## config.mk

```make
export PLATFORM = sky130hd
export DESIGN_NAME = div_seq_param
export DESIGN_NICKNAME = d
export VERILOG_FILES = /design/src/rtl/div_pkg.sv /design/src/rtl/div_step.sv /design/src/rtl/div_seq_param.sv
export SDC_FILE = /design/constraint.sdc
export NUM_CORES = 1
export LEC_CHECK = 0
export CAP_MARGIN = 5
export CORE_AREA = 2 2 99 110
export DETAILED_ROUTE_END_ITERATION = 12
export DIE_AREA = 0 0 101 112
export GPL_TIMING_DRIVEN = 0
export PLACE_DENSITY = 0.81
export RECOVER_POWER = 50
export SYNTH_ARGS = -nofsm -noshare
export SYNTH_HDL_FRONTEND = slang
export SYNTH_SLANG_ARGS = --single-unit
```

## constraint.sdc

```tcl
create_clock -name clk -period 7.4 [get_ports clk]
set_clock_uncertainty 0.1 [all_clocks]
set_input_delay 1.48 -clock clk [delete_from_list [all_inputs] [get_ports clk]]
set_output_delay 1.48 -clock clk [all_outputs]
set_load 0.1 [all_outputs]
```

## src/rtl/div_pkg.sv

```systemverilog
// Shared types and sign helpers for the sequential restoring divider.
// Helpers work on MAX_W-bit values; callers sign-extend narrower operands first.
package div_pkg;

  localparam int MAX_W = 32;

  typedef enum logic [1:0] {
    IDLE = 2'd0,
    RUN  = 2'd1,
    FIX  = 2'd2
  } state_t;

  function automatic logic [MAX_W-1:0] cond_neg(input logic [MAX_W-1:0] value,
                                                input logic             neg);
    logic [MAX_W-1:0] res;
    if (neg) begin
      res = ~value + 32'd1;
    end else begin
      res = value;
    end
    return res;
  endfunction

  // value must already be sign-extended to MAX_W when is_signed is set
  function automatic logic [MAX_W-1:0] abs_val(input logic [MAX_W-1:0] value,
                                               input logic             is_signed);
    return cond_neg(value, is_signed & value[MAX_W-1]);
  endfunction

endpackage

```

## src/rtl/div_step.sv

```systemverilog
// One combinational restoring-division iteration: shift in a dividend bit,
// subtract the divisor if it fits, and report the resulting quotient bit.
module div_step #(
  parameter int WIDTH = 16
) (
  input  logic [WIDTH:0]   p,
  input  logic [WIDTH-1:0] divisor,
  input  logic             dvd_bit,
  output logic [WIDTH:0]   p_next,
  output logic             q_bit
);

  logic [WIDTH:0] shifted_s;
  logic [WIDTH:0] diff_s;
  logic           unused_s;

  // The partial remainder is always below the divisor, so its top bit never carries information in.
  assign unused_s = p[WIDTH];

  // Compare/subtract at WIDTH+1 bits so divisors above 2^(WIDTH-1) do not lose the carry.
  always_comb begin
    shifted_s = {p[WIDTH-1:0], dvd_bit};
    diff_s    = shifted_s - {1'b0, divisor};
    if (shifted_s >= {1'b0, divisor}) begin
      p_next = diff_s;
      q_bit  = 1'b1;
    end else begin
      p_next = shifted_s;
      q_bit  = 1'b0;
    end
  end

endmodule

```

## src/rtl/div_seq_param.sv

```systemverilog
// Parametrised sequential restoring divider with signed/unsigned mode,
// start/busy/done handshake and divide-by-zero reporting; one quotient bit per clock.
module div_seq_param
  import div_pkg::*;
#(
  parameter int WIDTH = 16,
  parameter int CNT_W = $clog2(WIDTH + 1)
) (
  input  logic             clk,
  input  logic             rst,
  input  logic             start,
  input  logic             is_signed,
  input  logic [WIDTH-1:0] a,
  input  logic [WIDTH-1:0] b,
  output logic             busy,
  output logic             done,
  output logic [WIDTH-1:0] quotient,
  output logic [WIDTH-1:0] remainder,
  output logic             div_zero
);

  state_t           state_r;
  logic [WIDTH:0]   p_r;
  logic [WIDTH-1:0] dvd_r;
  logic [WIDTH-1:0] dvs_r;
  logic [CNT_W-1:0] count_r;
  logic             sign_q_r;
  logic             sign_r_r;
  logic             zero_r;

  logic [WIDTH:0]   p_next_s;
  logic             q_bit_s;
  logic [MAX_W-1:0] a_ext_s;
  logic [MAX_W-1:0] b_ext_s;
  logic [MAX_W-1:0] a_abs_s;
  logic [MAX_W-1:0] b_abs_s;
  logic [MAX_W-1:0] q_fix_s;
  logic [MAX_W-1:0] r_fix_s;
  logic             a_neg_s;
  logic             b_neg_s;
  logic             unused_s;

  div_step #(.WIDTH(WIDTH)) u_step (
    .p       (p_r),
    .divisor (dvs_r),
    .dvd_bit (dvd_r[WIDTH-1]),
    .p_next  (p_next_s),
    .q_bit   (q_bit_s)
  );

  // Operand magnitudes on the way in and sign restoration on the way out.
  always_comb begin
    if (is_signed) begin
      a_ext_s = MAX_W'($signed(a));
      b_ext_s = MAX_W'($signed(b));
    end else begin
      a_ext_s = MAX_W'(a);
      b_ext_s = MAX_W'(b);
    end
    a_abs_s = abs_val(a_ext_s, is_signed);
    b_abs_s = abs_val(b_ext_s, is_signed);
    a_neg_s = is_signed & a[WIDTH-1];
    b_neg_s = is_signed & b[WIDTH-1];
    q_fix_s = cond_neg(MAX_W'(dvd_r), sign_q_r);
    r_fix_s = cond_neg(MAX_W'(p_r[WIDTH-1:0]), sign_r_r);
  end

  // Bits above WIDTH of the helper results and the remainder guard bit are intentionally dropped.
  assign unused_s = ^{a_abs_s, b_abs_s, q_fix_s, r_fix_s, p_r[WIDTH]};

  // Control FSM, datapath registers and registered result outputs.
  always_ff @(posedge clk or posedge rst) begin
    if (rst) begin
      state_r   <= IDLE;
      p_r       <= {(WIDTH+1){1'b0}};
      dvd_r     <= {WIDTH{1'b0}};
      dvs_r     <= {WIDTH{1'b0}};
      count_r   <= {CNT_W{1'b0}};
      sign_q_r  <= 1'b0;
      sign_r_r  <= 1'b0;
      zero_r    <= 1'b0;
      busy      <= 1'b0;
      done      <= 1'b0;
      quotient  <= {WIDTH{1'b0}};
      remainder <= {WIDTH{1'b0}};
      div_zero  <= 1'b0;
    end else begin
      done <= 1'b0;
      case (state_r)
        IDLE: begin
          if (start) begin
            sign_q_r <= a_neg_s ^ b_neg_s;
            sign_r_r <= a_neg_s;
            count_r  <= CNT_W'(WIDTH);
            p_r      <= {(WIDTH+1){1'b0}};
            dvs_r    <= b_abs_s[WIDTH-1:0];
            busy     <= 1'b1;
            if (b == {WIDTH{1'b0}}) begin
              // keep the raw dividend so it can be returned as the remainder
              zero_r  <= 1'b1;
              dvd_r   <= a;
              state_r <= FIX;
            end else begin
              zero_r  <= 1'b0;
              dvd_r   <= a_abs_s[WIDTH-1:0];
              state_r <= RUN;
            end
          end
        end
        RUN: begin
          p_r     <= p_next_s;
          dvd_r   <= {dvd_r[WIDTH-2:0], q_bit_s};
          count_r <= count_r - CNT_W'(1);
          if (count_r == CNT_W'(1)) begin
            state_r <= FIX;
          end
        end
        FIX: begin
          done     <= 1'b1;
          busy     <= 1'b0;
          div_zero <= zero_r;
          state_r  <= IDLE;
          if (zero_r) begin
            quotient  <= {WIDTH{1'b1}};
            remainder <= dvd_r;
          end else begin
            quotient  <= q_fix_s[WIDTH-1:0];
            remainder <= r_fix_s[WIDTH-1:0];
          end
        end
        default: begin
          busy    <= 1'b0;
          state_r <= IDLE;
        end
      endcase
    end
  end

endmodule

```

==> out/qor.yml, run 1 <==
cts_setup_buffers: 0
start_kind: "input pin"
cp_common_cell: "or4_4"
cts_tree: "done"
fin_util_pct: 69.8
ys_seq_area_share_pct: 39.0
setup_viol: 0
floorplan.initialDensity_pct: 58.2
die_y_um: 112
grt.total_usage_pct: 29.0
first_pass_iters: 5
place_ws_ns: 3.27
cp_cell_sequence: "clkdlybuf4s50_1, or4_4, or4_4, o311a_4, buf_6, o41ai_4, xor2_1, o21ai_1"
crit_slowest_cell: "or4_4"
synth.yosys.warnings: 0
worst_slack_ns: 3.56
design.die.area_um2: 11300
antenna_found_initial: 0
worstSetupEndpointType: "flip-flop"
viasPerCell: 5.99
grt_start_max_net_pins: 63
synth_edf_count: 0
rows: 39
cts_max_level: 3
fin_nets: 823
grt-ovfl-total: 0
hold_class: "reg2reg"
finalSetupTns_ns: 0
cts_resized: 0
met2_usage_pct: 50.4
syn_inst: 682
clk_path_buf_depth: 2
grt_pass1_vias: 5344
grt_use_met1_pct: 35.9
worst_ep_arrival_time_ns: 3.96
layout-drive-gt1-share_pct: 5.20
synthArstFlopShare_pct: 100
syn2layout_area_growth_pct: 19.9
wl_per_cell_um: 17.5
drv_slew: 0
fillCellCount: 817
drc_errors: 0
fmax_mhz: 260
antenna_left: 0
syn_avg_cell_area_um2: 8.75
final_common_cell: "nand2_1"
grt_first_pass_wirelength_um: 25700
clock_sinks: 93
crit_path_max_incr_delay_ns: 0.58
place_congestion: 0.950
cts_made_buffers: 9
ios: 71
vias: 5340
tightest_slew_ns: 1.41
dpl.hpwl_um: 11900
clk_latency_ns: 0.35
wl_um: 15600
synth.ff_latch_count: 93
finalCriticalPeriod_ns: 3.84
io_buffers: 70
grt_busiest_layer: "met2"
synth.distinct_cells: 57
most-common-layout-cells: "108 x nand2_1, 93 x dfrtp_1, 80 x o21ai_0"
status: "finished, final reports clean"
netlist_area_um2: 5960
syn-num-nets: 741
core_um2: 10200
dr.first_iter.drc_count: 373
path_buf_inv: 2
cap_viol_max_count: 0
use_met3_pct: 4.02
chipWidth_um: 101
worstPathRequired_ns: 7.52
crit_type: "in2reg"
clk_pin_slew_ns: 0.07
holdBufCountCts: 0
crit_family: "simple AND/OR/NAND/NOR gates"
slew_headroom_pct: 5.74
rsz0062_at_grt: "no"
period_share_pct: 51.9
root_buffer: "clkbuf_16"
n_antenna_cell: 0
cp_max_fo: 10
synth_ff_type: "dfrtp_1"
hold_violations: 0
-- per-layer routing --
layer	wire [um]	part of all wire, %	up-vias
li1	-	-	2576
met1	6460	41	2532
met2	7970	51	196
met3	725	4.7	36
met4	422	2.7	0
met5	0	0	-
-- tightest hold or removal path, delay by kind of cell, from the launching register on --
family / cells / cell delay, ns
DFF: 1 / 0.35
and+or+nand+nor: 2 / 0.10
-- final cells by class --
cell class	instances	area (um^2)	share of cell area, %
Timing Repair Buffer	71	728	10.2
Clock inverter	6	62.6	0.875
Sequential cell	93	2330	32.6
Tap cell	123	154	2.15
Multi-Input combinational cell	516	3350	46.9
Buffer	39	158	2.21
Inverter	34	129	1.80
Clock buffer	10	239	3.34
-- synthesized netlist by cell type, types with 3 or more instances --
cell type  instances  area [um^2]
nand2_1          108          405
dfrtp_1           93         2330
o21ai_0           80          400
nor2_1            38          143
inv_1             34          128
xnor2_1           34          298
xor2_1            34          298
clkbuf_1          33          124
a21oi_1           28          140
ha_1              22          275
mux2i_1           17          170
o31ai_1           16          120
a22oi_1           15          113
nand3_1           15         75.1
nor3_1             7         35.0
o21ai_1            6         30.0
or4_1              6         45.0
a21o_1             5         37.5
a2bb2oi_1          5         43.8
nand2b_1           5         31.3
nor4_1             5         31.3
o22ai_1            5         31.3
o41ai_1            5         43.8
nand4_1            4         25.0
or2_2              4         25.0
or3_1              4         25.0
a211oi_1           3         22.5
a21boi_0           3         22.5
a31oi_1            3         18.8
and2_1             3         18.8
buf_2              3         15.0
nor2b_1            3         18.8
o211ai_1           3         22.5
o41ai_2            3         48.8
-- flip-flops by register name, indices dropped and copies added (netlist names) --
signal	flops
dvd_r	16
dvs_r	16
p_r	16
quotient	16
remainder	16
count_r	5
state_r	2
busy	1
div_zero	1
done	1
sign_q_r	1
sign_r_r	1
zero_r	1
-- worst paths after layout --
kind	startpoint	depth (start not counted)	slack, ns	endpoint
setup reg to reg	p_r[7]	10	4.22	p_r[15]
setup / recovery	b[8]	8	3.56	dvd_r[9]
hold reg to reg	quotient[6]	2	0.37	quotient[6]
min in group asynchronous	rst	2	1.81	remainder[13]
hold / removal	quotient[6]	2	0.37	quotient[6]
max in group asynchronous	rst	3	4.55	dvs_r[11]
-- kinds of logic (layout without fill, tap and decap cells) --
| family | after synthesis | count (layout) | synth area share, % |
|---|---|---|---|
| fa+ha+maj | 23 | 23 | 4.95 |
| mux | 18 | 18 | 3.04 |
| flops | 93 | 93 | 39.0 |
| buf+inv | 73 | 160 | 4.78 |
| simple gates | 208 | 208 | 15.7 |
| compound gates | 199 | 199 | 22.6 |
| xor+xnor | 68 | 68 | 9.99 |
-- stage by stage --
| stage | hold slack, ns | std cells | area [um^2] |
|---|---|---|---|
| after CTS | 0.371 | 892 | 7150 |
| after global placement | 0.354 | 875 | 6820 |
| after detailed placement | 0.357 | 876 | 6850 |
| after global routing | 0.393 | 892 | 7150 |
| after floorplan | 0.346 | 682 | 5960 |
| final | 0.373 | 892 | 7150 |
Power of run 1 is left out: the tool's default activity adds up to more than one toggle a clock period on the data nets, which glitch-free logic cannot reach.
==> run 2, diff against run 1 <==
--- a/config.mk
+++ b/config.mk
@@ -6,11 +6,11 @@
 export NUM_CORES = 1
 export LEC_CHECK = 0
 export CAP_MARGIN = 5
-export CORE_AREA = 2 2 99 110
+export CORE_AREA = 2 2 101 113
 export DETAILED_ROUTE_END_ITERATION = 12
-export DIE_AREA = 0 0 101 112
+export DIE_AREA = 0 0 103 115
 export GPL_TIMING_DRIVEN = 0
-export PLACE_DENSITY = 0.81
+export PLACE_DENSITY = 0.78
 export RECOVER_POWER = 50
 export SYNTH_ARGS = -nofsm -noshare
 export SYNTH_HDL_FRONTEND = slang
==> constraint.sdc (replaced) <==
create_clock -name clk -period 3.8 [get_ports clk]
set_clock_uncertainty 0.1 [all_clocks]
set_input_delay 0.76 -clock clk [delete_from_list [all_inputs] [get_ports clk]]
set_output_delay 0.76 -clock clk [all_outputs]
set_load 0.1 [all_outputs]
==> out/qor.yml, run 2 (synthesis gave the netlist of run 1 again) <==
start_kind: "flip-flop"
grt.total_usage_pct: 27.5  # -1.5 points
worstPathRequired_ns: 3.96  # -3.56 ns
cp_max_fo: 10  # unchanged
place_congestion: 0.951  # +0.13%
chipWidth_um: 103  # +2.0%
clk_pin_slew_ns: 0.07  # about the same
wl_um: 15400  # -1.2%
wl_per_cell_um: 16.8  # -3.8%
antenna_left: 0  # unchanged
drv_slew: 33  # +33
fillCellCount: 910  # +11%
root_buffer: "clkbuf_16"
worst_ep_arrival_time_ns: 3.36  # -0.60 ns
grt_start_max_net_pins: 62  # -1.6%
cap_viol_max_count: 1  # +1
grt_pass1_vias: 5231  # -2.1%
cts_made_buffers: 9  # unchanged
status: "finished with violations"
core_um2: 10700  # +4.5%
setup_viol: 0  # unchanged
dr.first_iter.drc_count: 368  # -1.3%
crit_type: "reg2reg"
floorplan.initialDensity_pct: 55.7  # -2.5 points
worstSetupEndpointType: "flip-flop"
clk_path_buf_depth: 2  # unchanged
ios: 71  # unchanged
syn2layout_area_growth_pct: 20.7
viasPerCell: 5.83  # -2.6%
grt_first_pass_wirelength_um: 25400  # -1.3%
period_share_pct: 84.2
cts_resized: 0  # unchanged
n_antenna_cell: 0  # unchanged
slew_headroom_pct: -2.44  # -8.2 points
layout-drive-gt1-share_pct: 5.20  # unchanged
violations: "capacitance limit, slew limit"
tightest_slew_ns: 1.53  # +0.122 ns
holdBufCountCts: 0  # unchanged
fin_nets: 823  # unchanged
cts_tree: "done"
fmax_mhz: 313
drc_errors: 0  # unchanged
die_y_um: 115  # +2.7%
dpl.cell_count: 900  # +2.7%
instances_no_fill: 916  # +2.7%
vias: 5340  # unchanged
cts_setup_buffers: 0  # unchanged
grt-ovfl-total: 0  # unchanged
hold_violations: 0  # unchanged
rows: 40  # +2.6%
first_pass_iters: 5  # unchanged
io_buffers: 70  # unchanged
cts_max_level: 3  # unchanged
finalCriticalPeriod_ns: 3.20
clock_sinks: 93  # unchanged
clk_latency_ns: 0.35  # about the same
final_common_cell: "nand2_1"
hold_class: "reg2reg"
most-common-layout-cells: "108 x nand2_1, 93 x dfrtp_1, 80 x o21ai_0"
design.die.area_um2: 11800  # +4.7%
rsz0062_at_grt: "no"
antenna_found_initial: 0  # unchanged
dpl.hpwl_um: 11800  # -0.62%
## run 2: cell types whose count changed in the layout (fill, tap and decap cells not counted)
cell,before,now
inv_6,0,1
bufinv_16,1,2
clkinvlp_4,0,1
clkdlybuf4s50_1,69,68
clkbuf_8,1,0
clkinv_2,3,2
dlygate4sd3_1,1,2
clkinv_4,2,0
inv_8,0,1
## run 2: final timing paths
kind                               from            to  slack [ns]  cells past startpoint
max in group asynchronous           rst    count_r[4]        1.60                      3
max reg2reg                      p_r[6]       p_r[14]        0.60                     10
min in group asynchronous           rst       p_r[10]        1.13                      2
min                        quotient[13]  quotient[13]        0.36                      2
min reg2reg                quotient[13]  quotient[13]        0.36                      2
max                              p_r[6]       p_r[14]        0.60                     10
## run 2: area by class of cell
cell class	instances	area, um^2	area share, %
buffer	39	158	2.19
clock buffer	9	225	3.13
clock inverter	7	97.6	1.36
tap	147	184	2.55
timing repair buffer	71	728	10.1
inverter	34	129	1.79
multi-input combinational	516	3350	46.6
sequential	93	2330	32.3
## run 2: through the flow
step | utilization [%] | cell area, um^2 | hold WS [ns] | TNS [ns] | setup WS (ns)
2_1_floorplan | - | 5960 | 0.346 | 0 | 0.520
3_3_place_gp | 63.9 | 6850 | 0.352 | -72.65 | -0.788
3_5_place_dp | 64.2 | 6880 | 0.360 | 0 | 0.364
4_1_cts | 67.2 | 7200 | 0.375 | 0 | 0.667
5_1_grt | 67.2 | 7200 | 0.399 | 0 | 0.426
6_report | 67.2 | 7200 | 0.365 | 0 | 0.601
## run 2: critical path, stage by stage (launching register included)
cell and delay, ns:
dfrtp_1 0.49, ha_1 0.35, clkbuf_1 0.30, nand4_1 0.21
nor4_1 0.34, o211ai_1 0.19, o211ai_1 0.12, buf_2 0.30
buf_2 0.28, nand2_1 0.20, o21ai_0 0.22
## run 2: per-layer routing
layer  vias to the layer above  GRT usage, %  wire, um
li1                       2588             -         -
met1                      2515          35.0      6440
met2                       199          47.4      7640
met3                        38          3.89       891
met4                         0          9.91       414
met5                         -             0         0
Power of run 2 is left out for the same reason.
==> run 3, diff against run 2 <==
==> constraint.sdc (replaced) <==
create_clock -name clk -period 3.1 [get_ports clk]
set_clock_uncertainty 0.1 [all_clocks]
set_input_delay 0.62 -clock clk [delete_from_list [all_inputs] [get_ports clk]]
set_output_delay 0.62 -clock clk [all_outputs]
set_load 0.1 [all_outputs]
==> out/qor.yml, run 3 (synthesis gave the netlist of run 1 again) <==
status: "finished, final reports clean"
io_buffers: 70  # unchanged
most-common-layout-cells: "108 x nand2_1, 93 x dfrtp_1, 79 x o21ai_0"
worst_slack_ns: 0.145  # -0.456 ns
antenna_left: 0  # unchanged
grt_start_max_net_pins: 36  # -42%
cap_viol_max_count: 0  # -1
antenna_found_initial: 0  # unchanged
place_ws_ns: -0.201  # -0.564 ns
cp_common_cell: "o211ai_1"
setup_viol: 0  # unchanged
syn2layout_area_growth_pct: 20.0
hold_ws_ns: 0.375  # +0.00994 ns
dr.first_iter.drc_count: 415  # +13%
cts_tree: "done"
finalCriticalPeriod_ns: 2.95  # -0.244 ns
cts_max_level: 3  # unchanged
first_pass_iters: 5  # unchanged
cp_max_fo: 10  # unchanged
clk_pin_slew_ns: 0.07  # about the same
drv_slew: 0  # -100%
crit_path_max_incr_delay_ns: 0.50  # about the same
n_antenna_cell: 0  # unchanged
dpl.hpwl_um: 12000  # +1.2%
rows: 40  # unchanged
clk_path_buf_depth: 2  # unchanged
start_kind: "flip-flop"
period_share_pct: 95.3  # +11 points
clk_latency_ns: 0.36  # about the same
viasPerCell: 5.89  # +1.1%
crit_family: "simple AND/OR/NAND/NOR gates"
met2_length_um: 7670  # +0.43%
worstSetupEndpointType: "flip-flop"
core_um2: 10700  # unchanged
drt-met1-wl_um: 6530  # +1.4%
ios: 71  # unchanged
hold_class: "reg2reg"
place_congestion: 0.940  # -1.2%
crit_slowest_cell: "dfrtp_1"
chipWidth_um: 103  # unchanged
grt_first_pass_wirelength_um: 25400  # about the same
worst_ep_arrival_time_ns: 3.12  # -0.24 ns
wl_per_cell_um: 17.1  # +1.7%
fin_util_pct: 66.8  # -0.42 points
grt_pass1_vias: 5293  # +1.2%
design.die.area_um2: 11800  # unchanged
wl_um: 15600  # +1.5%
grt.total_usage_pct: 27.5  # about the same
layout-drive-gt1-share_pct: 5.35  # +0.14 points
crit_type: "reg2reg"
cts_made_buffers: 9  # unchanged
clock_sinks: 93  # unchanged
grt-ovfl-total: 0  # unchanged
fmax_mhz: 338  # +8.3%
root_buffer: "clkbuf_16"
cp_cell_sequence: "ha_1, nand4_1, nor4_1, o211ai_1, o211ai_1, buf_4, buf_2, nand2_1, o21ai_0"
die_y_um: 115  # unchanged
worstPathRequired_ns: 3.27  # -0.69 ns
dr_wl_met3_um: 884  # -0.79%
vias: 5385  # +0.84%
hold_violations: 0  # unchanged
fin_nets: 821  # -0.24%
rsz0062_at_grt: "no"
slew_headroom_pct: 23.5  # +26 points
final_common_cell: "nand2_1"
path_buf_inv: 2  # -1
drc_errors: 0  # unchanged
holdBufCountCts: 0  # unchanged
highest_layer: "met4"
tightest_slew_ns: 1.14  # -0.387 ns
floorplan.initialDensity_pct: 55.7  # unchanged
run 3: cell count changes in the layout (fill, tap and decap cells not counted), moves of 2 or more:
cell       previous run  this run
bufinv_16             2         0
clkbuf_1             34        31
clkbuf_2              0         2
clkinv_4              0         2
run 3: repair_timing:
action / in CTS / in global routing
endpoints found under the hold margin: 0 / 0
resized for setup: 1 / 2
cloned: 0 / 0
setup endpoints to repair: 5 / 7
setup buffers: 0 / 0
run 3: final timing paths:
path	slack (ns)	endpoint	cells after the start	startpoint
worst max register to register	0.15	p_r[12]	9	p_r[6]
max in group asynchronous	0.70	dvd_r[14]	3	rst
worst min register to register	0.37	quotient[13]	2	quotient[13]
worst min-delay path	0.37	quotient[13]	2	quotient[13]
worst max-delay path	0.15	p_r[12]	9	p_r[6]
min in group asynchronous	0.84	remainder[0]	2	rst
run 3: area by class of cell:
class,instances,area [um^2]
Tap cell,147,184
Clock inverter,7,67.6
Buffer,36,149
Sequential cell,93,2330
Inverter,34,129
Timing Repair Buffer,72,711
Multi-Input combinational cell,516,3360
Clock buffer,9,225
Fill cell,910,3550
run 3: worst min-delay path, delay by kind of cell, from the launching register on:
family,cells,cell delay (ns)
AND/OR/NAND/NOR,2,0.10
flip-flops,1,0.34
run 3: layer usage:
metal	vias up	track usage (%)
met5	-	0
met4	0	11.6
met3	42	4.01
met2	214	46.9
met1	2555	34.7
li1	2574	-
run 3: per-stage QoR:
step / cell area [um^2] / TNS (ns) / instances
final: 7160 / 0 / 914
after global routing: 7160 / 0 / 914
after CTS: 7180 / 0 / 916
after detailed placement: 6890 / -1.84 / 901
after global placement: 6850 / -1.05 / 899
after floorplan: 5970 / 0 / 682
Power of run 3 is left out for the same reason.
